## src/rtl/huffman_kodlayici.sv

```systemverilog
// huffman_kodlayici: packs Huffman code words followed by amplitude bits into an
// MSB-first byte stream with an end-of-scan flush that pads with 1 bits.
// Optional feature macro: HUFFMAN_BAYT_DOLDURMA_EN (emit 0x00 after every 0xFF byte).
module huffman_kodlayici #(
   parameter int unsigned KOD_BIT  = 16,
   parameter int unsigned VERI_BIT = 11
) (
   input  logic                clk_i,
   input  logic                rstn_i,
   input  logic [KOD_BIT-1:0]  kd_kod_i,
   input  logic [4:0]          kd_kod_uzunluk_i,
   input  logic [VERI_BIT-1:0] kd_veri_i,
   input  logic                kd_son_i,
   input  logic                kd_gecerli_i,
   output logic                kd_hazir_o,
   output logic [7:0]          m_veri_o,
   output logic                m_gecerli_o,
   input  logic                m_hazir_i
);

   localparam int unsigned SYM_W = KOD_BIT + VERI_BIT;
   localparam int unsigned ACC_W = ((SYM_W + 8) > 40) ? (SYM_W + 8) : 40;
   localparam int unsigned CNT_W = $clog2(ACC_W + 1);
   localparam int unsigned KAT_W = $clog2(VERI_BIT + 2);
   localparam int unsigned ABS_W = VERI_BIT + 1;

   typedef enum logic [1:0] {
      CALIS  = 2'd0,
      DOLDUR = 2'd1,
      BOSALT = 2'd2
   } durum_t;

   durum_t              durum_q, durum_d;
   logic [CNT_W-1:0]    sayac_q, sayac_d, taban_c;
   logic [ACC_W-1:0]    akum_q, akum_d, taban_akum_c;

   logic                negatif_c;
   logic [ABS_W-1:0]    genis_c, mutlak_c;
   logic [KAT_W-1:0]    kat_c;
   logic [VERI_BIT-1:0] genlik_c;
   logic [KOD_BIT-1:0]  kod_c;
   logic [SYM_W-1:0]    sembol_c;
   logic [CNT_W-1:0]    sembol_uz_c, bosluk_c;
   logic [ACC_W-1:0]    alan_c;

   logic                kabul_c, cikis_c, doldur_c;

   assign kabul_c = kd_gecerli_i && kd_hazir_o;
   assign cikis_c = m_gecerli_o && m_hazir_i;

`ifdef HUFFMAN_BAYT_DOLDURMA_EN
   logic donus_q, donus_d;
   assign doldur_c = cikis_c && (durum_q != DOLDUR) && (m_veri_o == 8'hFF);
`else
   assign doldur_c = 1'b0;
`endif

   // Symbol bits left-aligned in an accumulator-wide field, ones below them
   always_comb begin
      negatif_c = kd_veri_i[VERI_BIT-1];
      genis_c   = {negatif_c, kd_veri_i};
      mutlak_c  = negatif_c ? (~genis_c + ABS_W'(1)) : genis_c;
      kat_c     = '0;
      for (int i = 0; i < int'(ABS_W); i++) begin
         if (mutlak_c[i]) kat_c = KAT_W'(i + 1);
      end
      genlik_c    = (negatif_c ? (kd_veri_i - VERI_BIT'(1)) : kd_veri_i)
                    & ~({VERI_BIT{1'b1}} << kat_c);
      kod_c       = kd_kod_i & ~({KOD_BIT{1'b1}} << kd_kod_uzunluk_i);
      sembol_c    = (SYM_W'(kod_c) << kat_c) | SYM_W'(genlik_c);
      sembol_uz_c = CNT_W'(kd_kod_uzunluk_i) + CNT_W'(kat_c);
      bosluk_c    = CNT_W'(ACC_W) - sembol_uz_c;
      alan_c      = (ACC_W'(sembol_c) << bosluk_c) | ({ACC_W{1'b1}} >> sembol_uz_c);
   end

   // Accumulator/count after removing the byte handed out this cycle
   always_comb begin
      taban_akum_c = akum_q;
      taban_c      = sayac_q;
      if (cikis_c) begin
         taban_akum_c = {akum_q[ACC_W-9:0], 8'hFF};
         taban_c      = (sayac_q >= CNT_W'(8)) ? (sayac_q - CNT_W'(8)) : '0;
      end
   end

   // Next-state: append accepted symbols, drain bytes, flush and stuffing
   always_comb begin
      durum_d = durum_q;
      sayac_d = sayac_q;
      akum_d  = akum_q;
`ifdef HUFFMAN_BAYT_DOLDURMA_EN
      donus_d = donus_q;
`endif
      case (durum_q)
         CALIS: begin
            akum_d  = taban_akum_c;
            sayac_d = taban_c;
            if (kabul_c) begin
               // bits below the valid region are always ones, so AND inserts the field
               akum_d  = taban_akum_c & ~((~alan_c) >> taban_c);
               sayac_d = taban_c + sembol_uz_c;
               if (kd_son_i) durum_d = BOSALT;
            end
            if (doldur_c) begin
`ifdef HUFFMAN_BAYT_DOLDURMA_EN
               donus_d = (durum_d == BOSALT);
`endif
               durum_d = DOLDUR;
            end
         end
         BOSALT: begin
            akum_d  = taban_akum_c;
            sayac_d = taban_c;
            if (sayac_q == '0) begin
               durum_d = CALIS;
            end else if (doldur_c) begin
`ifdef HUFFMAN_BAYT_DOLDURMA_EN
               donus_d = 1'b1;
`endif
               durum_d = DOLDUR;
            end
         end
         DOLDUR: begin
            if (cikis_c) begin
`ifdef HUFFMAN_BAYT_DOLDURMA_EN
               durum_d = donus_q ? BOSALT : CALIS;
`else
               durum_d = CALIS;
`endif
            end
         end
         default: durum_d = CALIS;
      endcase
   end

   // State, accumulator and registered handshake/data outputs
   always_ff @(posedge clk_i or negedge rstn_i) begin
      if (!rstn_i) begin
         durum_q     <= CALIS;
         sayac_q     <= '0;
         akum_q      <= '1;
         kd_hazir_o  <= 1'b0;
         m_gecerli_o <= 1'b0;
         m_veri_o    <= 8'h00;
      end else begin
         durum_q     <= durum_d;
         sayac_q     <= sayac_d;
         akum_q      <= akum_d;
         kd_hazir_o  <= (durum_d == CALIS) && (sayac_d < CNT_W'(8));
         m_gecerli_o <= (durum_d == DOLDUR) || (sayac_d >= CNT_W'(8))
                        || ((durum_d == BOSALT) && (sayac_d != '0));
         m_veri_o    <= (durum_d == DOLDUR) ? 8'h00 : akum_d[ACC_W-1 -: 8];
      end
   end

`ifdef HUFFMAN_BAYT_DOLDURMA_EN
   // Remembers whether a stuff byte interrupted normal operation or a flush
   always_ff @(posedge clk_i or negedge rstn_i) begin
      if (!rstn_i) donus_q <= 1'b0;
      else         donus_q <= donus_d;
   end
`endif

endmodule

```

## config.mk

```make
export PLATFORM = sky130hd
export DESIGN_NAME = huffman_kodlayici
export DESIGN_NICKNAME = d
export VERILOG_FILES = /design/src/rtl/huffman_kodlayici.sv
export SDC_FILE = /design/constraint.sdc
export NUM_CORES = 1
export LEC_CHECK = 0
export BUFFER_PORTS_ARGS = -buffer_cell sky130_fd_sc_hd__buf_2
export CORE_ASPECT_RATIO = 2
export CORE_MARGIN = 10
export CORE_UTILIZATION = 35
export CTS_CLUSTER_DIAMETER = 80
export DETAILED_ROUTE_END_ITERATION = 10
export SLEW_MARGIN = 0
export SYNTH_ARGS = -nofsm -noshare
export SYNTH_HDL_FRONTEND = slang
export SYNTH_SLANG_ARGS = --single-unit
```

## constraint.sdc

```tcl
create_clock -name clk_i -period 4 [get_ports clk_i]
set_clock_uncertainty 0.15 [all_clocks]
set_input_delay 0.8 -clock clk_i [delete_from_list [all_inputs] [get_ports clk_i]]
set_output_delay 0.8 -clock clk_i [all_outputs]
set_load 0.01 [all_outputs]
```

==> results.toml, run 1 <==
[logic_synthesis]
synth_area_per_cell_um2 = 6.800
synth_top_area_share_pct = 8.743
syn_area_um2 = 12020
synth-async-reset-ratio_pct = 100.0
ys_ff_latch = 58
seq_area_frac_synth_pct = 12.49
synth_edf_count = 0
ys_top_cells_by_area = "dfstp_2 (8.7%), nand2_1 (6.8%), nor2_1 (5.9%)"
yosysMostFrequentCell = "nand2_1"
synth_area_leader_cell = "dfstp_2"
syn_nets = 1822
synth_common_cells = "nand2_1 (219), nor2_1 (190), a21oi_1 (116), o21ai_0 (101), clkbuf_1 (97)"
synth_cell_types = 105
synthFlopType = "dfstp_2"
synth_warnings = 0
netlist_instances = 1768

[die]
chipWidth_um = 151.1
die_y_um = 282.1
rows = 96
pin_count = 47
start_util_pct = 35.24

[cts]
cts.sinks = 58
root_buffer = "clkbuf_16"
ctsHoldBuffers = 0
clock_path_buffers = 2
cts_buffers = 9
h-tree-depth = 3

[global_routing]
grt_first_pass_wirelength_mm = 159.6
grt_max_degree = 54
grt_pass1_vias = 21969
grtUsageTotal_pct = 50.80
grt_remaining_overflow = 74

[status]
haltStage = "global routing"
error = "[ERROR GRT-0116] Global routing finished with congestion. Check the congestion regions in the DRC Viewer."
outcome = "did not finish"

[place]
gp_congestion = 1.153
hpwl_mm = 74.19
port_buffers = 46
dp_slack_ns = -3.454
==> per-layer routing <==
layer	track usage (%)	GRT overflow
met5	5.839	0
met4	58.86	41
met3	25.23	1
met2	78.27	32
met1	43.21	0
==> cell families after synthesis <==
family	synth area share, %
AND/OR/NAND/NOR	29.37
AO/OA/AOI/OAI	43.57
buffers and inverters	5.568
multiplexers	5.506
flip-flops	12.49
XOR/XNOR	1.603
adder cells (fa/ha/maj)	1.894
==> metrics by stage <==
step	cell area [um2]	instances	hold slack, ns	TNS, ns	util (%)
floorplan	12750	1768	0.3037	-106.31	-
global placement	18090	2802	0.3129	-155.69	53.03
detailed placement	18090	2802	0.3181	-161.98	53.03
CTS	20210	2865	0.3312	-104.19	59.25
==> repair_timing <==
| item | 4_1_cts |
|---|---|
| pin swaps | 108 |
| buffers inserted | 51 |
| endpoints found under the setup margin | 55 |
| gates resized for setup | 290 |
| gates cloned | 0 |
==> run 2: changes to the inputs <==
--- a/config.mk
+++ b/config.mk
@@ -6,11 +6,10 @@
 export NUM_CORES = 1
 export LEC_CHECK = 0
 export BUFFER_PORTS_ARGS = -buffer_cell sky130_fd_sc_hd__buf_2
-export CORE_ASPECT_RATIO = 2
 export CORE_MARGIN = 10
-export CORE_UTILIZATION = 35
-export CTS_CLUSTER_DIAMETER = 80
+export CORE_UTILIZATION = 20
 export DETAILED_ROUTE_END_ITERATION = 10
+export PLACE_DENSITY_LB_ADDON = 0.15
 export SLEW_MARGIN = 0
 export SYNTH_ARGS = -nofsm -noshare
 export SYNTH_HDL_FRONTEND = slang
==> constraint.sdc (replaced) <==
create_clock -name clk_i -period 5.2 [get_ports clk_i]
set_clock_uncertainty 0.15 [all_clocks]
set_input_delay 1.04 -clock clk_i [delete_from_list [all_inputs] [get_ports clk_i]]
set_output_delay 1.04 -clock clk_i [all_outputs]
set_load 0.01 [all_outputs]
==> results.toml, run 2 <==
[status]
outcome = "complete, but fails checks"
failed_checks = "setup timing"

[place]
gp_congestion = 1.037
place_area_um2 = 18400
dp_slack_ns = -2.103
hpwl_mm = 63.76
port_buffers = 46
post-place-cells = 3140

[power_and_ir_drop]
p_sw_share_pct = 50.80
combPwrFrac_pct = 88.5
p_int_mw = 6.283
power_frac_seq_pct = 7.1
total_power_mw = 12.77
ir_drop_uv = 262.0
p_leak_nw = 9.207
p_switching_mw = 6.488
p_clk_share_pct = 4.4
p_per_area_nw_per_um2 = 585.3

[cts]
h-tree-depth = 3
root_buffer = "clkbuf_16"
clock_path_buffers = 2
tritoncts = "yes"
cts.sinks = 58
clk_pin_slew_ns = 0.05
clkLatencyLatePin_ns = 0.35
cts_buffers = 9

[final_layout]
instances_no_fill = 3262
final_cell_mix = "buf_4 (707), nand2_1 (196), nor2_1 (151)"
final_layout_size_suffix_gt1_share_pct = 52.95
postLayoutCoreUtil_pct = 36.83
reg_top3 = "akum_q: 40 flops, m_veri_o: 8 flops, sayac_q: 6 flops"
layout.cells.most_common = "buf_4"
diodes = 0
largest_reg_flops = 40
finalInstanceArea_um2 = 21820
layout.nets = 2538
area_growth_pct = 81.51
fillers = 6291
regMostFlops = "akum_q"

[logic_synthesis]
synthFlopType = "dfstp_2"
synth_common_cells = "nand2_1 (219), nor2_1 (190), a21oi_1 (116), o21ai_0 (101), clkbuf_1 (97)"
synth_top_area_share_pct = 8.743
yosysMostFrequentCell = "nand2_1"
syn_nets = 1822
ys_top_cells_by_area = "dfstp_2 (8.7%), nand2_1 (6.8%), nor2_1 (5.9%)"
synth_edf_count = 0
synth_cell_types = 105
syn_area_um2 = 12020
synth_area_leader_cell = "dfstp_2"
synth_warnings = 0
seq_area_frac_synth_pct = 12.49
synth_area_per_cell_um2 = 6.800
synth-async-reset-ratio_pct = 100.0
ys_ff_latch = 58
netlist_instances = 1768

[sta]
slew_headroom_pct = 18.51
period_needed_ns = 6.476
worst_slew_pin_slew_ns = 1.210
hold_viol = 0
fin_tns_setup_ns = -53.89
rsz0062_at_grt = "yes"
fin_crit_sh_pct = 124.5
fin_ws_ns = -1.276
hold_slack_ns = 0.3301
fmax_mhz = 154.4
drv_slew = 0
setup_viol_count_final = 50

[global_routing]
grt_remaining_overflow = 0
grtUsageTotal_pct = 21.36
grt_max_degree = 59
grt_first_pass_wirelength_mm = 116.0
grt_pass1_vias = 17621
grt_antenna_before_repair = 0

[die]
die_y_um = 265.2
rows = 89
coreArea_um2 = 59240
start_util_pct = 20.29
chipWidth_um = 265.2
pin_count = 47
dieArea_um2 = 70320

[worst_setup_path]
reg2regPathDepth = 13
reg2reg_slack_ns = 1.62
cp.arrival_ns = 6.60
path_class = "in -> reg"
crit_path_end_kind = "flop"
required_ns = 5.32
cp_max_fo = 6
startpoint_type = "primary input"

[routing]
drtIter0Drc = 1667
ant_nets = 0
viasPerCell = 5.523
routed_wl_mm = 77.92
drc_errors = 0
dr.pass1.iters = 6
dr_total_vias = 18016
wire_per_inst_um = 23.89

[worst_hold_path]
min_path_type = "reg -> reg"
whs_path_depth = 2

[run]
drv_cap = 0
==> run 2: cell counts after synthesis <==
No cell type changed its count.
==> run 2: logic make-up (layout without fill, tap and decap cells) <==
kind of cell             Yosys count  in the layout  share of synthesized area [%]
flip-flops                        58             58                          12.49
buffers and inverters            162            883                          5.568
AND/OR/NAND/NOR                  731            731                          29.37
AO/OA/AOI/OAI                    719            719                          43.57
adder cells (fa/ha/maj)           17             17                          1.894
multiplexers                      59             59                          5.506
XOR/XNOR                          22             22                          1.603
==> run 2: worst paths after layout <==
path / from / endpoint
worst max-delay path: kd_veri_i[3] / akum_q[24]
worst min-delay path: akum_q[39] / akum_q[39]
worst max register to register: sayac_q[5] / akum_q[9]
worst min register to register: akum_q[39] / akum_q[39]
max in group asynchronous: rstn_i / durum_q[0]
min in group asynchronous: rstn_i / m_veri_o[5]
==> run 2: repair_timing <==
item,CTS,global route
cloned,2,0
setup endpoints to repair,50,50
pin swaps,145,76
hold buffers,0,0
buffers inserted,73,38
hold endpoints to repair,0,0
gates resized for setup,368,117
==> run 2: cell type report <==
type / instances / area (um2) / share of cell area, %
clock buffers: 11 / 242.7 / 1.112
clock inverters: 5 / 30.03 / 0.1376
inverters: 35 / 145.1 / 0.6652
multi-input cells: 1548 / 12320 / 56.47
flip-flops and latches: 58 / 1503 / 6.887
well taps: 773 / 967.2 / 4.433
repair buffers: 832 / 6610 / 30.29
==> run 2: power groups by stage <==
stage	logic [mW]	clock network [mW]	registers, mW
global route	11.9	0.600	0.931
detailed placement	8.82	0	0.906
CTS	10.5	0.580	0.901
global placement	8.91	0	0.900
floorplan	4.52	0	0.872
finish	11.3	0.561	0.905
==> run 2: metal layers <==
metal  global-route usage (%)  wire (um)  vias to the layer above
met1                    31.09      37860                     8846
met3                    4.807       5927                      105
met5                        0          0                        -
met2                    30.42      31670                      698
li1                         -          -                     8367
met4                    6.399       2453                        0
==> run 2: worst max-delay path, cell delays in order <==
cell and delay [ns]:
buf_6 0.09, buf_4 0.13, nor3_4 0.32, nand3_2 0.13
a221oi_2 0.32, nand3_2 0.16, o21ai_4 0.25, inv_2 0.09
ha_4 0.16, inv_2 0.04, fa_2 0.46, inv_4 0.10
ha_4 0.25, buf_12 0.16, buf_12 0.14, and4_2 0.23
nor3_1 0.63, o21bai_1 0.17, o2111ai_2 0.17, o2bb2ai_4 0.21
buf_4 0.19, mux2i_1 0.09, mux4_2 0.53, o21a_1 0.24
a211oi_2 0.20, nor3_1 0.06
Power figures use the tool's default switching activity.
==> run 3: changes to the inputs <==
==> constraint.sdc (replaced) <==
create_clock -name clk_i -period 5.8 [get_ports clk_i]
set_clock_uncertainty 0.15 [all_clocks]
set_input_delay 1.16 -clock clk_i [delete_from_list [all_inputs] [get_ports clk_i]]
set_output_delay 1.16 -clock clk_i [all_outputs]
set_load 0.01 [all_outputs]
==> results.toml, run 3 (same netlist as run 2, synthesis figures left out) <==
[die]
coreArea_um2 = 59240
pin_count = 47
chipWidth_um = 265.2
dieArea_um2 = 70320
die_y_um = 265.2
rows = 89
start_util_pct = 20.29

[worst_setup_path]
r2r-end = "akum_q[27]"
path_class = "in -> reg"
cp.arrival_ns = 6.79
required_ns = 5.92
startpoint_type = "primary input"
r2r_start = "m_gecerli_o"
cp_max_fo = 6
reg2regPathDepth = 9
reg2reg_slack_ns = 1.56
crit_path_end_kind = "flop"
critPathMaxStageDelay_ns = 0.54
cpMaxStageDelayCell = "or4bb_4"

[cts]
h-tree-depth = 3
cts.sinks = 58
cts_buffers = 9
root_buffer = "clkbuf_16"
clkLatencyLatePin_ns = 0.35
clk_pin_slew_ns = 0.05
clock_path_buffers = 2
tritoncts = "yes"

[sta]
rsz0062_at_grt = "yes"
fin_ws_ns = -0.8721
worst_slew_pin_slew_ns = 1.098
setup_viol_count_final = 48
hold_viol = 0
hold_slack_ns = 0.3348
fmax_mhz = 149.9
fin_crit_sh_pct = 115.0
slew_headroom_pct = 26.50
fin_tns_setup_ns = -31.49
drv_slew = 0
period_needed_ns = 6.672

[status]
outcome = "complete, but fails checks"
failed_checks = "setup timing"

[final_layout]
finalInstanceArea_um2 = 21180
layout.nets = 2481
layout.cells.most_common = "buf_4"
final_cell_mix = "buf_4 (667), nand2_1 (188), nor2_1 (156)"
instances_no_fill = 3207
reg_top3 = "akum_q: 40 flops, m_veri_o: 8 flops, sayac_q: 6 flops"
fillers = 6367
final_layout_size_suffix_gt1_share_pct = 50.70
regMostFlops = "akum_q"
area_growth_pct = 76.19
largest_reg_flops = 40

[global_routing]
grt_max_degree = 59
grt_first_pass_wirelength_mm = 114.1
grt_antenna_before_repair = 0
grtUsageTotal_pct = 21.10
grt_pass1_vias = 17252
grt_remaining_overflow = 0

[place]
gp_congestion = 0.9433
place_area_um2 = 18150
hpwl_mm = 63.04
port_buffers = 46
post-place-cells = 3100

[routing]
routed_wl_mm = 77.67
viasPerCell = 5.573
wire_per_inst_um = 24.22
dr_total_vias = 17874
wirelength_met1_mm = 38.34
drtIter0Drc = 1899
drc_errors = 0
ant_nets = 0
dr_wl_met2_mm = 31.36
dr.max_layer_used = "met4"
wl_met3_mm = 6.574
dr.pass1.iters = 6

[power_and_ir_drop]
ir_drop_uv = 309.8
p_leak_nw = 8.896
p_per_area_nw_per_um2 = 522.6

[run]
drv_cap = 0

[worst_hold_path]
hold_start = "akum_q[33]"
min_to = "akum_q[33]"
min_path_type = "reg -> reg"
whs_path_depth = 2
## run 3: changes by cell type in the layout (fill, tap and decap cells not counted), sizes merged
cell    before  now
buf        831  775
bufbuf       1    0
bufinv       0    2
clkbuf      11    9
diode        0    2
## run 3: stage by stage
step / util [%] / total power, mW / setup slack [ns]
6_report: 35.75 / 11.07 / -0.8721
3_3_place_gp: 30.63 / 8.672 / -1.643
3_5_place_dp: 30.63 / 8.609 / -1.608
4_1_cts: 34.24 / 10.26 / -0.7676
2_1_floorplan: - / 4.834 / -0.9195
5_1_grt: 35.74 / 11.63 / -1.065
## run 3: per-layer routing
metal | track usage [%] | vias to the layer above
met5 | 0 | -
met4 | 3.898 | 0
met3 | 5.379 | 80
met2 | 29.71 | 699
met1 | 31.47 | 8858
li1 | - | 8237
## run 3: final cells by class
cell class	instances	area [um2]	share of cell area [%]
Clock buffer	9	225.2	1.063
Tap cell	773	967.2	4.566
Timing Repair Buffer	775	6145	29.01
Antenna cell	2	5.005	0.02363
Multi-Input combinational cell	1548	12100	57.11
Sequential cell	58	1503	7.095
Inverter	35	145.1	0.6853
Clock inverter	7	93.84	0.4431
## run 3: repair_timing
item                       CTS  global route
cloned                       1             1
hold buffers                 0             0
buffers inserted            56            35
setup endpoints to repair   49            50
gates resized for setup    272           138
pin swaps                   81            82
## run 3: worst max path at each step
stage	from	endpoint	cells after the start
final	kd_veri_i[0]	akum_q[17]	30
after global routing	kd_veri_i[2]	akum_q[17]	29
after CTS	kd_veri_i[5]	akum_q[2]	23
after detailed placement	kd_veri_i[2]	akum_q[17]	27
after global placement	kd_veri_i[1]	akum_q[17]	28
after floorplan	kd_veri_i[0]	akum_q[9]	30
## run 3: power breakdown
group / switching, mW / internal (mW)
Clock: 0.218 / 0.375
Sequential: 0.118 / 0.680
Combinational: 5.40 / 4.28
## run 3: worst max-delay path: cells and delay by family
kind | cells | cell delay, ns
mux | 1 | 0.27
simple gates | 5 | 1.03
compound gates | 11 | 2.17
buf+inv | 9 | 1.08
fa+ha+maj | 3 | 0.81
xor+xnor | 1 | 0.26
